### config.mk
export PLATFORM = sky130hd
export DESIGN_NAME = data_reg_file
export DESIGN_NICKNAME = d
export VERILOG_FILES = /design/src/rtl/data_reg_file.sv
export SDC_FILE = /design/constraint.sdc
export NUM_CORES = 1
export LEC_CHECK = 0
export CAP_MARGIN = 20
export CORE_MARGIN = 3
export CORE_UTILIZATION = 45
export CTS_BUF_LIST = sky130_fd_sc_hd__clkbuf_4 sky130_fd_sc_hd__clkbuf_8 sky130_fd_sc_hd__clkbuf_16
export DETAILED_ROUTE_END_ITERATION = 8
export GPL_ROUTABILITY_DRIVEN = 0
export PLACE_DENSITY = 0.66
export REMOVE_ABC_BUFFERS = 1
export SYNTH_ARGS = -nofsm -noshare
export SYNTH_HDL_FRONTEND = slang
export SYNTH_SLANG_ARGS = --single-unit
### constraint.sdc
create_clock -name clk -period 3.8 [get_ports clk]
set_input_delay 0.57 -clock clk [delete_from_list [all_inputs] [get_ports clk]]
set_output_delay 0.57 -clock clk [all_outputs]
set_load 0.05 [all_outputs]
### src/rtl/data_reg_file.sv
// Dual-read, single-write 16-bit register file with a sequential clear (one entry per cycle, busy while clearing).
// Reads are registered with 1-cycle latency; DATA_REG_FILE_BYPASS_EN forwards same-cycle writes and clears to the read ports.
module data_reg_file #(
   parameter int DEPTH = 8,
   parameter int AW    = 3
) (
   input  logic          clk,
   input  logic          rst_n,
   input  logic          wr_en,
   input  logic [AW-1:0] wr_addr,
   input  logic [15:0]   wr_data,
   input  logic [AW-1:0] rd_addr_1,
   input  logic [AW-1:0] rd_addr_0,
   output logic [15:0]   rd_data_1,
   output logic [15:0]   rd_data_0,
   input  logic          clr,
   output logic          busy
);
   typedef enum logic {IDLE = 1'b0, CLEAR = 1'b1} state_t;

   state_t        state, state_nxt;
   logic [AW-1:0] clr_ptr;
   logic [15:0]   mem [DEPTH];
   logic          wr_ok;
   logic          clr_last;
   logic [15:0]   rd_nxt_1, rd_nxt_0;

   // clr beats a same-cycle write; nothing is accepted while clearing
   assign wr_ok    = (state == IDLE) && wr_en && !clr;
   assign clr_last = (clr_ptr == AW'(DEPTH - 1));

   always_ff @(posedge clk or negedge rst_n) begin
      if (!rst_n) state <= IDLE;
      else        state <= state_nxt;
   end

   always_comb begin
      state_nxt = state;
      case (state)
         IDLE:    if (clr)      state_nxt = CLEAR;
         CLEAR:   if (clr_last) state_nxt = IDLE;
         default: state_nxt = IDLE;
      endcase
   end

   always_comb begin
      busy = (state == CLEAR);
   end

   always_ff @(posedge clk or negedge rst_n) begin
      if (!rst_n) begin
         clr_ptr <= '0;
      end else if (state == IDLE) begin
         if (clr) clr_ptr <= '0;
      end else if (!clr_last) begin
         clr_ptr <= clr_ptr + 1'b1;
      end
   end

   always_ff @(posedge clk or negedge rst_n) begin
      if (!rst_n) begin
         for (int i = 0; i < DEPTH; i++) mem[i] <= '0;
      end else if (state == CLEAR) begin
         mem[clr_ptr] <= '0;
      end else if (wr_ok) begin
         mem[wr_addr] <= wr_data;
      end
   end

   always_comb begin
      rd_nxt_1 = mem[rd_addr_1];
      rd_nxt_0 = mem[rd_addr_0];
`ifdef DATA_REG_FILE_BYPASS_EN
      if (wr_ok && (wr_addr == rd_addr_1))             rd_nxt_1 = wr_data;
      if (wr_ok && (wr_addr == rd_addr_0))             rd_nxt_0 = wr_data;
      if ((state == CLEAR) && (clr_ptr == rd_addr_1))  rd_nxt_1 = '0;
      if ((state == CLEAR) && (clr_ptr == rd_addr_0))  rd_nxt_0 = '0;
`endif
   end

   always_ff @(posedge clk or negedge rst_n) begin
      if (!rst_n) begin
         rd_data_1 <= '0;
         rd_data_0 <= '0;
      end else begin
         rd_data_1 <= rd_nxt_1;
         rd_data_0 <= rd_nxt_0;
      end
   end
endmodule

==> results of run 1 <==
[layer usage]
metal	track usage [%]	part of all wire [%]
met5	0	0
met4	9.39	3.3
met3	4.44	6.1
met2	35.5	50
met1	28.6	41
[path summary, 6_finish.rpt]
| kind | start | to | cells past startpoint | slack (ns) |
|---|---|---|---|---|
| max in group asynchronous | rst_n | mem[72] | 2 | 2.71 |
| min in group clk | mem[125] | mem[125] | 2 | 0.54 |
| worst min register to register | mem[125] | mem[125] | 2 | 0.54 |
| worst max-delay path | busy | busy | 1 | 1.21 |
| worst max register to register | busy | mem[116] | 3 | 1.66 |
| worst min-delay path | rst_n | mem[106] | 1 | 0.15 |
[power breakdown]
| group | switching, mW | internal [mW] |
|---|---|---|
| sequential | 0.383 | 2.26 |
| clock | 0.700 | 1.13 |
| combinational | 1.16 | 0.891 |
| total | 2.25 | 4.28 |
[layout make-up]
type | instances | share of cell area (%)
clock inverters | 13 | 1.86
inverters | 16 | 0.621
multi-input cells | 389 | 39.9
repair buffers | 77 | 7.49
well taps | 229 | 2.96
flip-flops and latches | 164 | 42.4
clock buffers | 19 | 4.68
[kinds of logic (layout without fill, tap and decap cells)]
kind of cell    after synthesis  in the layout  synth area share, %
mux                         226            226                 37.3
flops                       164            164                 49.3
simple gates                156            156                 8.46
buf+inv                      65            125                 4.33
compound gates                4              4                0.240
fa+ha+maj                     2              2                0.300
xor+xnor                      1              1                0.105
[registers in the layout (all words and copies together) (netlist names)]
register / flops
busy: 1
clr_ptr: 3
mem: 128
rd_data_0: 16
rd_data_1: 16
[synthesized netlist by cell type]
library cell	count
nor2_1	2
clkbuf_2	1
buf_1	2
nand3_2	2
dfrtp_1	164
mux2i_1	128
nand2b_1	3
nand4bb_1	3
or4b_1	1
clkbuf_1	13
and3b_1	1
o21ai_0	3
mux2_2	34
a21oi_1	1
nand4_1	1
buf_4	12
buf_2	14
nor3_1	1
nor3b_4	1
nor3b_2	1
inv_1	16
mux4_2	64
ha_1	2
and4b_1	2
nand2_1	131
nand4b_1	3
nand2_2	4
buf_6	7
xnor2_1	1
==> impl_results.md, run 1 <==
- Area grow syn2layout: 16.1%
- Largest delay share family, worst path: buffers and inverters
- Mean Syn Cell Area: 13.5 um^2
- Vias in the first global route: 5838
- RSZ-0062 raised after global routing: no
- Final Instance Count excl. Fillers: 907
- Fill cells: 1499
- Die height: 142 um
- Power Density: 675 nW/um^2
- DR iter-0 viols: 399
- Yosys top cell area share: 49.3%
- Run status: completed
- Post-CTS Hold Buffers: 0
- Largest net degree at the start of global routing: 88
- Worst-path maximum fanout: 19
- Drt drc: 0
- Post-route cell area: 9670 um^2
- # clock sinks: 164
- Max cap viols: 0
- Sum of negative setup slack: 0 ns
- Layout cells sized above 1: 23.5%
- Most frequent cells in the layout: dfrtp_1, nand2_1, mux2i_1
- Final min period: 2.59 ns
- GRT Overall Usage: 21.8%
- Critical-path cell list: clkdlybuf4s50_1
- H-tree Lvls: 4
- Sequential-to-total area share from yosys stat: 49.3%
- Slowest cell on crit path: clkdlybuf4s50_1
- Worst slack at placement: 1.34 ns
- Fin crit share: 68.3%
- Worst clock skew: 0.00751 ns
- Critical path data required time: 3.23 ns
- Cells after Synth: 618
- Post-DR wirelength/cell: 22.8 um
- Clk Latency, worst-skew pair: 0.43 ns
- Area occupied by multi-input gates: 3860 um^2
- Distinct cell type count after synthesis: 29
- Routed Antenna Nets: 0
- IO buf count: 61
- Fin. max-slew vios: 0
- Final net count: 696
- Antenna violations before repair: 0
- Final worst slack: 1.21 ns
- Critical path type: flip-flop to output pin
- CP arrival: 2.02 ns
- Final-report hold violation count: 0
- Clock-pin slew on the worst setup and hold paths: 0.06 ns
- Util after Layout: 53.5%
- Max clock buf depth: 2
- Area contributors post-synth: dfrtp_1, mux4_2, mux2i_1, nand2_1, mux2_2
- Synth Register Bits: 164
- Max Clock Freq: 386 MHz
- CTS tree: done
- CP endpoint kind: output pin
- Via count: 5233
- Critical Path Start Type: flip-flop
- Placed Instances: 875
- Core area: 18100 um^2
- GRT overflow: 0
- Worst Path Buf+Inv: 1
- Total CTS buffers: 17
- DR vias/cell: 5.77
- Maximum vdd drop: 0.000359 V
- Register area: 4100 um^2
- Slew headroom: 30.9%
- Pleak: 4.82 nW
- DRT Pass-1 Iters: 4
- Antenna Cells: 0
- Total die area: 20200 um^2
- Post-DP HPWL: 12000 um
- Cell Area, Placed: 9040 um^2
- Die W: 142 um
- Fin Hold WS: 0.154 ns
- Post-Route WL: 20700 um
- Post-cts sizing count: 0
- First-pass GRT wire length: 32700 um
- Leading area contributor after synthesis: dfrtp_1
- FP Rows: 49
- Overall Power: 6.53 mW
- Most common cell after layout, fill and taps aside: dfrtp_1
- Hold Path Class: input pin to async pin
- Crit-path max cell delay: 0.91 ns
- Slew @ Worst Pin: 1.04 ns
- CTS Root Cell: clkbuf_16
- Post-Synthesis Cell Area: 8330 um^2
- Synth Warn #: 0
- I/O pins: 62
- Setup violators final: 0
- Starting Density: 46.0%
- Post-CTS Setup Bufs: 0
Power figures use the tool's default switching activity.
==> run 2, diff against run 1 <==
==> constraint.sdc (replaced) <==
create_clock -name clk -period 2.6 [get_ports clk]
set_input_delay 0.39 -clock clk [delete_from_list [all_inputs] [get_ports clk]]
set_output_delay 0.39 -clock clk [all_outputs]
set_load 0.05 [all_outputs]
==> run 2 against run 1 <==
Against the previous run:
- clock skew is 0.00055 ns higher
- worst hold slack better by 0.35 ns
- critical path type unchanged
- clock-buffer cell count is 5 higher
- critical endpoint unchanged
==> impl_results.md, run 2 (synthesis results as in run 1) <==
- Area occupied by multi-input gates: 3860 um^2 (unchanged)
- Post-Route WL: 20900 um (was 20700 um)
- Slowest cell on crit path: clkdlybuf4s50_1 (unchanged)
- Max Clock Freq: 415 MHz
- Reg-to-reg setup timing slack: 0.60 ns (was 1.66 ns)
- # clock sinks: 164 (unchanged)
- Slew headroom: 48.6% (was 30.9%)
- Max clock buf depth: 2 (unchanged)
- Fin. max-slew vios: 0 (unchanged)
- Setup violators final: 0 (unchanged)
- Switching Power: 3.29 mW (was 2.25 mW)
- Antenna Cells: 0 (unchanged)
- Worst slack at placement: 0.453 ns (was 1.34 ns)
- Routed Antenna Nets: 0 (unchanged)
- Most common cell after layout, fill and taps aside: dfrtp_1 (unchanged)
- Post-DR wirelength/cell: 22.8 um (about the same)
- Via count: 5365 (was 5233)
- Register area: 4100 um^2 (unchanged)
- Post-cts sizing count: 0 (unchanged)
- Largest regs: mem x128, rd_data_0 x16, rd_data_1 x16 (unchanged)
- Sum of negative setup slack: 0 ns (unchanged)
- Most frequent cells in the layout: dfrtp_1, nand2_1, mux2i_1 (unchanged)
- Clock power share: 27.3% (was 28.1%)
- Placed Instances: 886 (was 875)
- I/O pins: 62 (unchanged)
- Fill cells: 1485 (was 1499)
- Pint: 6.19 mW (was 4.28 mW)
- Reg-to-reg endpoint: mem[115] (was mem[116])
- Critical path type: flip-flop to output pin (unchanged)
- First-pass GRT wire length: 33000 um (was 32700 um)
- CP endpoint kind: output pin (unchanged)
- DR vias/cell: 5.84 (was 5.77)
- Slew @ Worst Pin: 0.772 ns (was 1.04 ns)
- Post-CTS Setup Bufs: 0 (unchanged)
- Critical path data required time: 2.21 ns (was 3.23 ns)
- FP Rows: 49 (unchanged)
- Worst clock skew: 0.00805 ns (was 0.00751 ns)
- Post-DP HPWL: 13100 um (was 12000 um)
- Core area: 18100 um^2 (unchanged)
- Final net count: 708 (was 696)
- Pleak: 4.90 nW (was 4.82 nW)
- Fin crit share: 92.7%
- Overall Power: 9.48 mW (was 6.53 mW)
- IO buf count: 61 (unchanged)
- RSZ-0062 raised after global routing: no (unchanged)
- Starting Density: 46.0% (unchanged)
- Antenna violations before repair: 0 (unchanged)
- CP arrival: 2.02 ns (about the same)
- DR iter-0 viols: 403 (was 399)
- Worst r2r path cells: 3 (unchanged)
- Switching Share: 34.7% (was 34.4%)
- Sequential power share: 41.0% (was 40.5%)
- Largest net degree at the start of global routing: 62 (was 88)
- Total die area: 20200 um^2 (unchanged)
- Die height: 142 um (unchanged)
- Fin Hold WS: 0.502 ns (was 0.154 ns)
- Final min period: 2.41 ns
- Final Instance Count excl. Fillers: 919 (was 907)
- DRT Pass-1 Iters: 4 (unchanged)
- Top reg by flops: mem (unchanged)
- Run status: completed (unchanged)
- Drt drc: 0 (unchanged)
- Maximum vdd drop: 0.000558 V (was 0.000359 V)
- Crit-path max cell delay: 0.91 ns (about the same)
- Final worst slack: 0.190 ns (was 1.21 ns)
- CTS tree: done (unchanged)
- Hold Path Class: input pin to async pin (unchanged)
- Max cap viols: 0 (unchanged)
- Worst-path maximum fanout: 19 (unchanged)
- Cell Area, Placed: 9200 um^2 (was 9040 um^2)
- GRT Overall Usage: 21.9% (was 21.8%)
- Vias in the first global route: 5750 (was 5838)
- Layout cells sized above 1: 24.6% (was 23.5%)
- Critical-path cell list: clkdlybuf4s50_1 (unchanged)
- Comb pwr share: 31.7% (was 31.5%)
- Die W: 142 um (unchanged)
- Final-report hold violation count: 0 (unchanged)
- Largest register FFs: 128 (unchanged)
- Clk Latency, worst-skew pair: 0.43 ns (about the same)
- Util after Layout: 54.3% (was 53.5%)
- Clock-pin slew on the worst setup and hold paths: 0.06 ns (about the same)
- Area grow syn2layout: 17.8% (was 16.1%)
- Post-route cell area: 9810 um^2 (was 9670 um^2)
- GRT overflow: 0 (unchanged)
- Largest delay share family, worst path: buffers and inverters (unchanged)
- Post-CTS Hold Buffers: 1 (was 0)
- H-tree Lvls: 4 (unchanged)
- CTS Root Cell: clkbuf_16 (unchanged)
- Critical Path Start Type: flip-flop (unchanged)
- Power Density: 966 nW/um^2 (was 675 nW/um^2)
- Worst r2r src: busy (unchanged)
- Worst Path Buf+Inv: 1 (unchanged)
- Total CTS buffers: 17 (unchanged)
==> run 2: cell types whose count changed in the layout (fill, tap and decap cells not counted), sizes merged <==
cell,delta
clkinv,-2
bufinv,-2
buf,+11
clkbuf,+5
dlygate4sd3,+1
inv,-1
==> run 2: area by class of cell <==
class	instances	share of cell area [%]
Clock buffer	24	5.19
Clock inverter	8	0.995
Inverter	16	0.612
Multi-Input combinational cell	389	39.4
Sequential cell	164	41.8
Tap cell	229	2.92
Timing Repair Buffer	89	9.09
==> run 2: worst reg2reg max path, cell delays in order, from the launching register on <==
cell and delay, ns:
dfrtp_1 0.68, or4b_1 0.87, nand2_1 0.21, mux2i_1 0.09
==> run 2: power groups by stage <==
stage / logic, mW / registers, mW / clock network (mW)
floorplan: 1.42 / 4.30 / 0
global placement: 2.93 / 3.84 / 0
detailed placement: 3.02 / 3.93 / 0
CTS: 3.04 / 3.88 / 2.63
global route: 3.23 / 3.99 / 2.72
finish: 3.01 / 3.89 / 2.58
==> run 2: routing by layer <==
metal	part of all wire [%]	vias up	GRT usage (%)	wire (um)
met2	51	159	37.3	10800
li1	-	2336	-	-
met5	0	-	0	0
met1	42	2834	28.6	8760
met3	4.4	36	3.70	926
met4	2.3	0	7.83	481
==> run 2: how the worst max path moves through the flow <==
stage                           from  endpoint  slack, ns  depth (start not counted)
after floorplan                 busy    mem[0]       0.47                          3
after global placement    wr_addr[1]   mem[58]       0.49                          4
after detailed placement         clr  mem[126]       0.45                          4
after CTS                       busy      busy       0.16                          1
after global routing            busy      busy        0.1                          1
final                           busy      busy       0.19                          1
==> run 3, diff against run 2 <==
--- a/config.mk
+++ b/config.mk
@@ -6,7 +6,7 @@
 export NUM_CORES = 1
 export LEC_CHECK = 0
 export CAP_MARGIN = 20
-export CORE_MARGIN = 3
+export CORE_MARGIN = 2
 export CORE_UTILIZATION = 45
 export CTS_BUF_LIST = sky130_fd_sc_hd__clkbuf_4 sky130_fd_sc_hd__clkbuf_8 sky130_fd_sc_hd__clkbuf_16
 export DETAILED_ROUTE_END_ITERATION = 8
==> constraint.sdc (replaced) <==
create_clock -name clk -period 2.7 [get_ports clk]
set_input_delay 0.405 -clock clk [delete_from_list [all_inputs] [get_ports clk]]
set_output_delay 0.405 -clock clk [all_outputs]
set_load 0.05 [all_outputs]
==> run 3 against run 2 <==
Against the previous run:
- clock power down 12%
- via count is essentially flat
- critical path depth did not move
- largest power group unchanged
- highest routed layer unchanged
- sequential power decreased by 4%
- the flow now finishes with violations (DRC)
- combinational power down 3%
- largest cell class unchanged
- worst hold slack improved by 0.0034 ns
==> impl_results.md, run 3 (synthesis results as in run 1) <==
- Run status: finished, violations left (was completed)
- Failing checks: DRC
- Post-DR wirelength/cell: 22.9 um (was 22.8 um)
- Layout cells sized above 1: 23.7% (was 24.6%)
- Largest regs: mem x128, rd_data_0 x16, rd_data_1 x16 (unchanged)
- H-tree Lvls: 4 (unchanged)
- Critical path type: flip-flop to output pin (unchanged)
- Maximum vdd drop: 0.000490 V (was 0.000558 V)
- Hold Path Class: input pin to async pin (unchanged)
- Post-CTS Setup Bufs: 0 (unchanged)
- Final net count: 706 (was 708)
- CP endpoint kind: output pin (unchanged)
- Die height: 140 um (was 142 um)
- Setup violators final: 0 (unchanged)
- GRT overflow: 0 (unchanged)
- Cell Area, Placed: 9170 um^2 (was 9200 um^2)
- Post-cts sizing count: 0 (unchanged)
- Power Density: 918 nW/um^2 (was 966 nW/um^2)
- Register area: 4100 um^2 (unchanged)
- Total CTS buffers: 17 (unchanged)
- First-pass GRT wire length: 33300 um (was 33000 um)
- Fin crit share: 90.4%
- IO buf count: 61 (unchanged)
- Antenna Cells: 0 (unchanged)
- Max clock buf depth: 2 (unchanged)
- Most common cell after layout, fill and taps aside: dfrtp_1 (unchanged)
- Fin. max-slew vios: 0 (unchanged)
- CTS Root Cell: clkbuf_16 (unchanged)
- DR vias/cell: 5.88 (was 5.84)
- Largest delay share family, worst path: buffers and inverters (unchanged)
- Comb pwr share: 32.8% (was 31.7%)
- Via count: 5367 (was 5365)
- # clock sinks: 164 (unchanged)
- GRT Overall Usage: 22.9% (was 21.9%)
- Max cap viols: 0 (unchanged)
- Most frequent cells in the layout: dfrtp_1, nand2_1, mux2i_1 (unchanged)
- Starting Density: 46.0% (unchanged)
- Largest register FFs: 128 (unchanged)
- Switching Share: 34.8% (was 34.7%)
- Die W: 140 um (was 142 um)
- Sequential power share: 41.7% (was 41.0%)
- Clock-pin slew on the worst setup and hold paths: 0.06 ns (about the same)
- Pint: 5.82 mW (was 6.19 mW)
- CTS tree: done (unchanged)
- Top reg by flops: mem (unchanged)
- Drt drc: 5 (was 0)
- Max Clock Freq: 410 MHz
- Final-report hold violation count: 0 (unchanged)
- Post-Route WL: 20900 um (about the same)
- Slowest cell on crit path: clkdlybuf4s50_1 (unchanged)
- Post-DP HPWL: 12100 um (was 13100 um)
- I/O pins: 62 (unchanged)
- Pleak: 4.85 nW (was 4.90 nW)
- Slew headroom: 49.9% (was 48.6%)
- Clk Latency, worst-skew pair: 0.42 ns (was 0.43 ns)
- CP arrival: 2.04 ns (was 2.02 ns)
- DR iter-0 viols: 405 (was 403)
- Clock power share: 25.5% (was 27.3%)
- RSZ-0062 raised after global routing: no (unchanged)
- Routed Antenna Nets: 0 (unchanged)
- Area occupied by multi-input gates: 3860 um^2 (unchanged)
- Final min period: 2.44 ns
- Sum of negative setup slack: 0 ns (unchanged)
- Area grow syn2layout: 16.8% (was 17.8%)
- Slew @ Worst Pin: 0.751 ns (was 0.772 ns)
- Fill cells: 1497 (was 1485)
- Worst Path Buf+Inv: 1 (unchanged)
- Antenna violations before repair: 0 (unchanged)
- Core area: 18100 um^2 (unchanged)
- Largest net degree at the start of global routing: 56 (was 62)
- Post-route cell area: 9720 um^2 (was 9810 um^2)
- FP Rows: 49 (unchanged)
- Worst-path maximum fanout: 19 (unchanged)
- DRT Pass-1 Iters: 6 (was 4)
- Total die area: 19600 um^2 (was 20200 um^2)
- Critical-path cell list: clkdlybuf4s50_1 (unchanged)
- Critical Path Start Type: flip-flop (unchanged)
- Crit-path max cell delay: 0.91 ns (about the same)
- Vias in the first global route: 5872 (was 5750)
- Switching Power: 3.11 mW (was 3.29 mW)
- Worst clock skew: 0.0115 ns (was 0.00805 ns)
- Critical path data required time: 2.30 ns (was 2.21 ns)
-- run 3: cell types whose count changed in the layout (fill, tap and decap cells not counted), sizes merged --
cell           previous run  this run
buf                      32        28
bufinv                    2         1
clkbuf                   24        23
clkdlybuf4s50            56        58
clkinvlp                  3         1
-- run 3: what timing repair did --
action	in CTS	in global routing
hold buffers	1	0
hold endpoints to repair	51	0
endpoints found under the setup margin	0	0
-- run 3: area by class of cell --
cell class	instances	area share (%)
sequential	164	42.2
tap	229	2.95
inverter	16	0.618
multi-input combinational	389	39.7
clock buffer	23	5.10
timing repair buffer	87	8.87
clock inverter	5	0.540
-- run 3: worst paths after layout --
| kind | cells past startpoint | slack [ns] | to | start |
|---|---|---|---|---|
| setup / recovery | 1 | 0.26 | busy | busy |
| hold / removal | 2 | 0.51 | rd_data_0[6] | rst_n |
| setup reg to reg | 3 | 0.62 | mem[81] | busy |
| hold reg to reg | 2 | 0.54 | mem[34] | mem[34] |
| max in group asynchronous | 3 | 1.38 | clr_ptr[0] | rst_n |
| min in group clk | 2 | 0.54 | mem[34] | mem[34] |
-- run 3: metal layers --
| metal | part of all wire, % | wire, um | vias to the layer above | GRT usage, % |
|---|---|---|---|---|
| met5 | 0 | 0 | - | 0 |
| met4 | 2.2 | 463 | 0 | 7.34 |
| met3 | 5.9 | 1220 | 38 | 4.89 |
| met2 | 48 | 10000 | 160 | 37.0 |
| met1 | 44 | 9180 | 2837 | 31.4 |
| li1 | - | - | 2332 | - |
-- run 3: stage by stage --
stage	power [mW]	hold slack [ns]	setup WS (ns)	util, %	instances
floorplan	5.51	0.109	0.575	-	569
global placement	6.52	0.396	0.523	50.7	884
detailed placement	6.68	0.401	0.421	50.7	884
CTS	8.97	0.524	0.264	53.8	913
global route	9.39	0.553	0.192	53.8	913
finish	8.93	0.505	0.258	53.8	913
-- run 3: power groups by stage --
stage	logic, mW	registers (mW)	clock network (mW)
final	2.92	3.72	2.28
after global routing	3.13	3.83	2.43
after CTS	2.94	3.72	2.32
after detailed placement	2.92	3.76	0
after global placement	2.85	3.67	0
after floorplan	1.37	4.14	0
==> edit 1, RTL diff (config.mk and constraints of run 3) <==
`AW`: 3 -> 4.
--- a/src/rtl/data_reg_file.sv
+++ b/src/rtl/data_reg_file.sv
@@ -2,7 +2,7 @@
 // Reads are registered with 1-cycle latency; DATA_REG_FILE_BYPASS_EN forwards same-cycle writes and clears to the read ports.
 module data_reg_file #(
    parameter int DEPTH = 8,
-   parameter int AW    = 3
+   parameter int AW    = 4
 ) (
    input  logic          clk,
    input  logic          rst_n,
Ports: changed (resized rd_addr_0, rd_addr_1 and wr_addr); port bits go from 62 to 65. No check against the original RTL was run, so the function may have changed too.
==> edit 1 against run 3 <==
  * Power decreased by 19%
  * Worst setup slack better by 0.17 ns
  * Design area is 5.2% lower
  * Hold slack better by 0.015 ns
  * First-iteration DRC count is 15% higher
  * Sequential cell count grew 1
  * Area after synthesis down 7.0%
  * Wire length is 2.8% lower
  * Utilization increased by 1.4 points
  * Largest cell class unchanged
  * Highest routed layer unchanged
==> edit 1: results (changes against run 3) <==
FF-to-FF setup slack=0.50 ns (-0.12 ns); Core Box Area=0.0167 mm2 (-7.7%); pre-CTS WS=0.140 ns (-0.282 ns); drt first-iter violations=467 (+15%); Worst VDD drop=0.576 mV (+18%); reg2reg path depth=4 (+1); Reg2Reg Launch Point=busy; fillers=1329 (-11%); crit-path max cell delay=0.88 ns (-0.03 ns); biggest regs=mem: 128 flops, rd_data_0: 16 flops, rd_data_1: 16 flops; critical path class=flop to primary output; synth top area cells=dfrtp_1, mux4_2, a22o_1; largest net degree at the start of global routing=66 (+18%); Layout Nets=571 (-19%); Post-DP HPWL=11300 um (-6.7%); Port Buf Inserts=62 (+1.6%); register area share after synthesis=53.3% (+4.0 points); ys async rst share=100% (unchanged); switching part of the total=29.7% (-5.1 points); vias per cell=6.52 (+11%); layout cells sized above 1=29.6% (+5.9 points); Worst-Margin Slew=1.28 ns (+0.534 ns); drt pass-1 iters=5 (-1); outcome=finished clean; first-pass GRT wire length=31900 um (-4.1%); Setup Skew=0.00933 ns (-0.00215 ns); crit-path max FO=11 (-8); gr usage total=23.7% (+0.84 points); count of unique library cells instantiated by Yosys=28 (-3.4%); vias in the first global route=5420 (-7.7%); Avg WL per Cell=26.3 um (+15%)
edit 1: changes by cell type after synthesis, sizes merged, moves of 3 or more:
| cell | change |
|---|---|
| a22o | +131 |
| a22oi | +8 |
| and2 | +9 |
| and3b | +3 |
| buf | +9 |
| inv | -15 |
| mux2i | -128 |
| nand2 | -135 |
| nand2b | -3 |
| nand4b | -3 |
| nand4bb | -3 |
edit 1: cells by family (layout without fill, tap and decap cells):
logic type      count (synthesis)  in the layout  share of synthesized area (%)
simple gates                   29             29                           2.68
mux                            99             99                           23.7
fa+ha+maj                       1              1                          0.161
xor+xnor                        1              1                          0.113
buf+inv                        61            115                           3.81
flops                         165            165                           53.3
compound gates                141            141                           16.2
edit 1: final cells by class:
cell class	count	area, um2	share of cell area [%]
Sequential cell	165	4130	44.8
Multi-Input combinational cell	271	3320	36.0
Timing Repair Buffer	82	840	9.11
Clock buffer	24	503	5.46
Inverter	1	3.75	0.0407
Clock inverter	8	145	1.57
Tap cell	220	275	2.99
edit 1: through the flow:
stage / total power, uW / hold WS [ns] / utilization [%] / instances / area [um2]
finish: 7260 / 0.520 / 55.2 / 771 / 9220
global route: 7540 / 0.537 / 55.2 / 771 / 9220
CTS: 7270 / 0.522 / 55.2 / 771 / 9220
detailed placement: 4650 / 0.438 / 51.3 / 738 / 8560
global placement: 4580 / 0.416 / 51.3 / 738 / 8560
floorplan: 3970 / 0.109 / - / 437 / 7450
edit 1: layer usage:
metal / share of wire, % / GRT usage (%)
met1: 42 / 32.6
met2: 48 / 37.3
met5: 0 / 0
met4: 2.4 / 8.16
met3: 7.7 / 5.99
edit 1: power by group through the flow:
stage	clock network (uW)	logic, uW	registers (uW)
after floorplan	0	788	3180
after global placement	0	1570	3010
after detailed placement	0	1610	3040
after CTS	2660	1610	3000
after global routing	2780	1710	3050
final	2640	1610	3010
edit 1: worst max-delay path by stage:
stage | depth (start not counted) | end | slack (ns)
floorplan | 3 | mem[0] | 0.58
global placement | 5 | mem[26] | 0.18
detailed placement | 5 | mem[17] | 0.14
CTS | 1 | busy | 0.41
global route | 1 | busy | 0.35
finish | 1 | busy | 0.43
==> edit 2, RTL diff (flow settings as in run 3) <==
Without the edit above. `rd_data_0` no longer has a reset.
--- a/src/rtl/data_reg_file.sv
+++ b/src/rtl/data_reg_file.sv
@@ -81,11 +81,13 @@
    always_ff @(posedge clk or negedge rst_n) begin
       if (!rst_n) begin
          rd_data_1 <= '0;
-         rd_data_0 <= '0;
       end else begin
          rd_data_1 <= rd_nxt_1;
-         rd_data_0 <= rd_nxt_0;
       end
+   end
+
+   always_ff @(posedge clk) begin
+      rd_data_0 <= rd_nxt_0;
    end
 endmodule
 
Formal check against the unedited RTL: differs if rst_n is asserted again (counterexample within 4 cycles, from zero or initial values and one cycle with rst_n low); with rst_n held inactive, the same outputs for 4 cycles.
==> edit 2 against run 3 <==
  * Design area shrank 0.42%
  * Die area down 0.93%
  * Final cell count is 0.44% higher
  * Wire length down 1.2%
  * Area after synthesis decreased by 0.96%
  * Worst setup slack improved by 0.0026 ns
  * Power up 1.4%
  * Non-clock buffer count stayed put
  * Largest power group unchanged
  * Via count is 1.8% lower
  * Clock power up 7%
  * Sequential cell count unchanged
==> edit 2: results (changes against run 3) <==
CP max-delay cell=clkdlybuf4s50_1; initial antenna violation count=0 (unchanged); Post-Syn Area=0.00825 mm2 (-0.96%); cts hold-fix bufs=1 (unchanged); cts repair resizes=0 (unchanged); biggest regs=mem: 128 flops, rd_data_0: 16 flops, rd_data_1: 16 flops; WP data arrival=2.03 ns; vias in the first global route=5811 (-1.0%); Syn. warnings=0 (unchanged); most common library cells after synthesis=dfrtp_1, nand2_1, mux2i_1; drt pass-1 iters=4 (-2); Post-DP HPWL=12400 um (+2.3%); Setup Skew=0.00616 ns (-0.00531 ns); Reg2Reg Launch Point=busy; Post-CTS Setup Bufs=0 (unchanged); vias per cell=5.75 (-2.2%); gr usage total=22.5% (-0.37 points); reg2reg end=mem[118]; DR WL met3=1230 um (+0.82%); top_reg_cell synth=dfrtp_1; Routed WL=20600 um (-1.2%); register area share after synthesis=48.8% (-0.49 points); Port Buf Inserts=61 (unchanged); FF-to-FF setup slack=0.61 ns; fillers=1505 (+0.53%); ys async rst share=90.2% (-9.8 points); root buffer cell=clkbuf_16; synth top area cells=dfrtp_1, mux4_2, mux2i_1; outcome=finished clean; ANT cells=0 (unchanged); drt first-iter violations=328 (-19%); top sig layer=met4; Worst-Margin Slew=0.952 ns (+0.200 ns); H-Tree Depth=4 (unchanged); clk buf depth=2 (unchanged); crit-path max FO=19 (unchanged); delay-heaviest family, CP=buffers and inverters; crit-path max cell delay=0.92 ns; routed length on met2=10000 um (+0.13%); Layout Nets=706 (unchanged); Clk pin slew, worst setup/hold paths=0.07 ns; Worst-Skew Late Latency=0.42 ns (about the same); reg2reg path depth=3 (unchanged); Worst VDD drop=0.725 mV (+48%); GRT overflow=0 (unchanged); layout cells sized above 1=24.4% (+0.73 points); worst hold path class=input port to asynchronous set/reset pin; largest net degree at the start of global routing=62 (+11%); count of unique library cells instantiated by Yosys=30 (+3.4%); first-pass GRT wire length=33200 um (-0.29%); M1 wire length=9090 um (-0.89%); TritonCTS Buffers=17 (unchanged); leakage power=0.00479 uW (-1.3%); Post-route DRC=0 (-5)
-- edit 2: changes by cell type after synthesis --
cell	before	now
dfrtp_1	164	148
dfxtp_1	0	16
-- edit 2: cell families after synthesis --
| logic type | share of synthesized area [%] |
|---|---|
| fa+ha+maj | 0.303 |
| compound gates | 0.243 |
| simple gates | 8.54 |
| mux | 37.7 |
| flops | 48.8 |
| xor+xnor | 0.106 |
| buf+inv | 4.37 |
-- edit 2: cell type report --
cell class	count	area [um2]	share of cell area [%]
flip-flops and latches	164	4020	41.6
inverters	16	60.1	0.620
multi-input cells	389	3860	39.9
well taps	229	287	2.96
clock inverters	9	101	1.05
clock buffers	23	495	5.12
repair buffers	87	852	8.80
-- edit 2: through the flow --
step | std cells | setup WS (ns) | hold WS, ns | cell area, um2 | power (uW)
after global routing | 917 | 0.156 | 0.471 | 9680 | 9510
after CTS | 917 | 0.247 | 0.456 | 9680 | 9100
after floorplan | 569 | 0.575 | 0.109 | 7950 | 5510
after global placement | 884 | 0.626 | 0.336 | 9080 | 6500
final | 917 | 0.261 | 0.455 | 9680 | 9050
after detailed placement | 884 | 0.545 | 0.336 | 9080 | 6650
-- edit 2: worst max-delay path by stage --
stage                    to  from  slack (ns)
floorplan            mem[0]  busy        0.57
global route           busy  busy        0.16
detailed placement  mem[41]   clr        0.55
global placement    mem[39]   clr        0.63
finish                 busy  busy        0.26
CTS                    busy  busy        0.25
-- edit 2: power breakdown --
part / leakage (uW) / internal (uW) / switching [uW]
clock: 0.000300 / 1470 / 972
combinational: 0.00234 / 1270 / 1620
sequential: 0.00215 / 3180 / 533
total: 0.00479 / 5920 / 3130
-- edit 2: per-layer routing --
layer  up-vias  global-route usage (%)
met1      2757                    31.5
met2       164                    36.5
met5         -                       0
li1       2327                       -
met4         0                    5.85
met3        23                    4.40
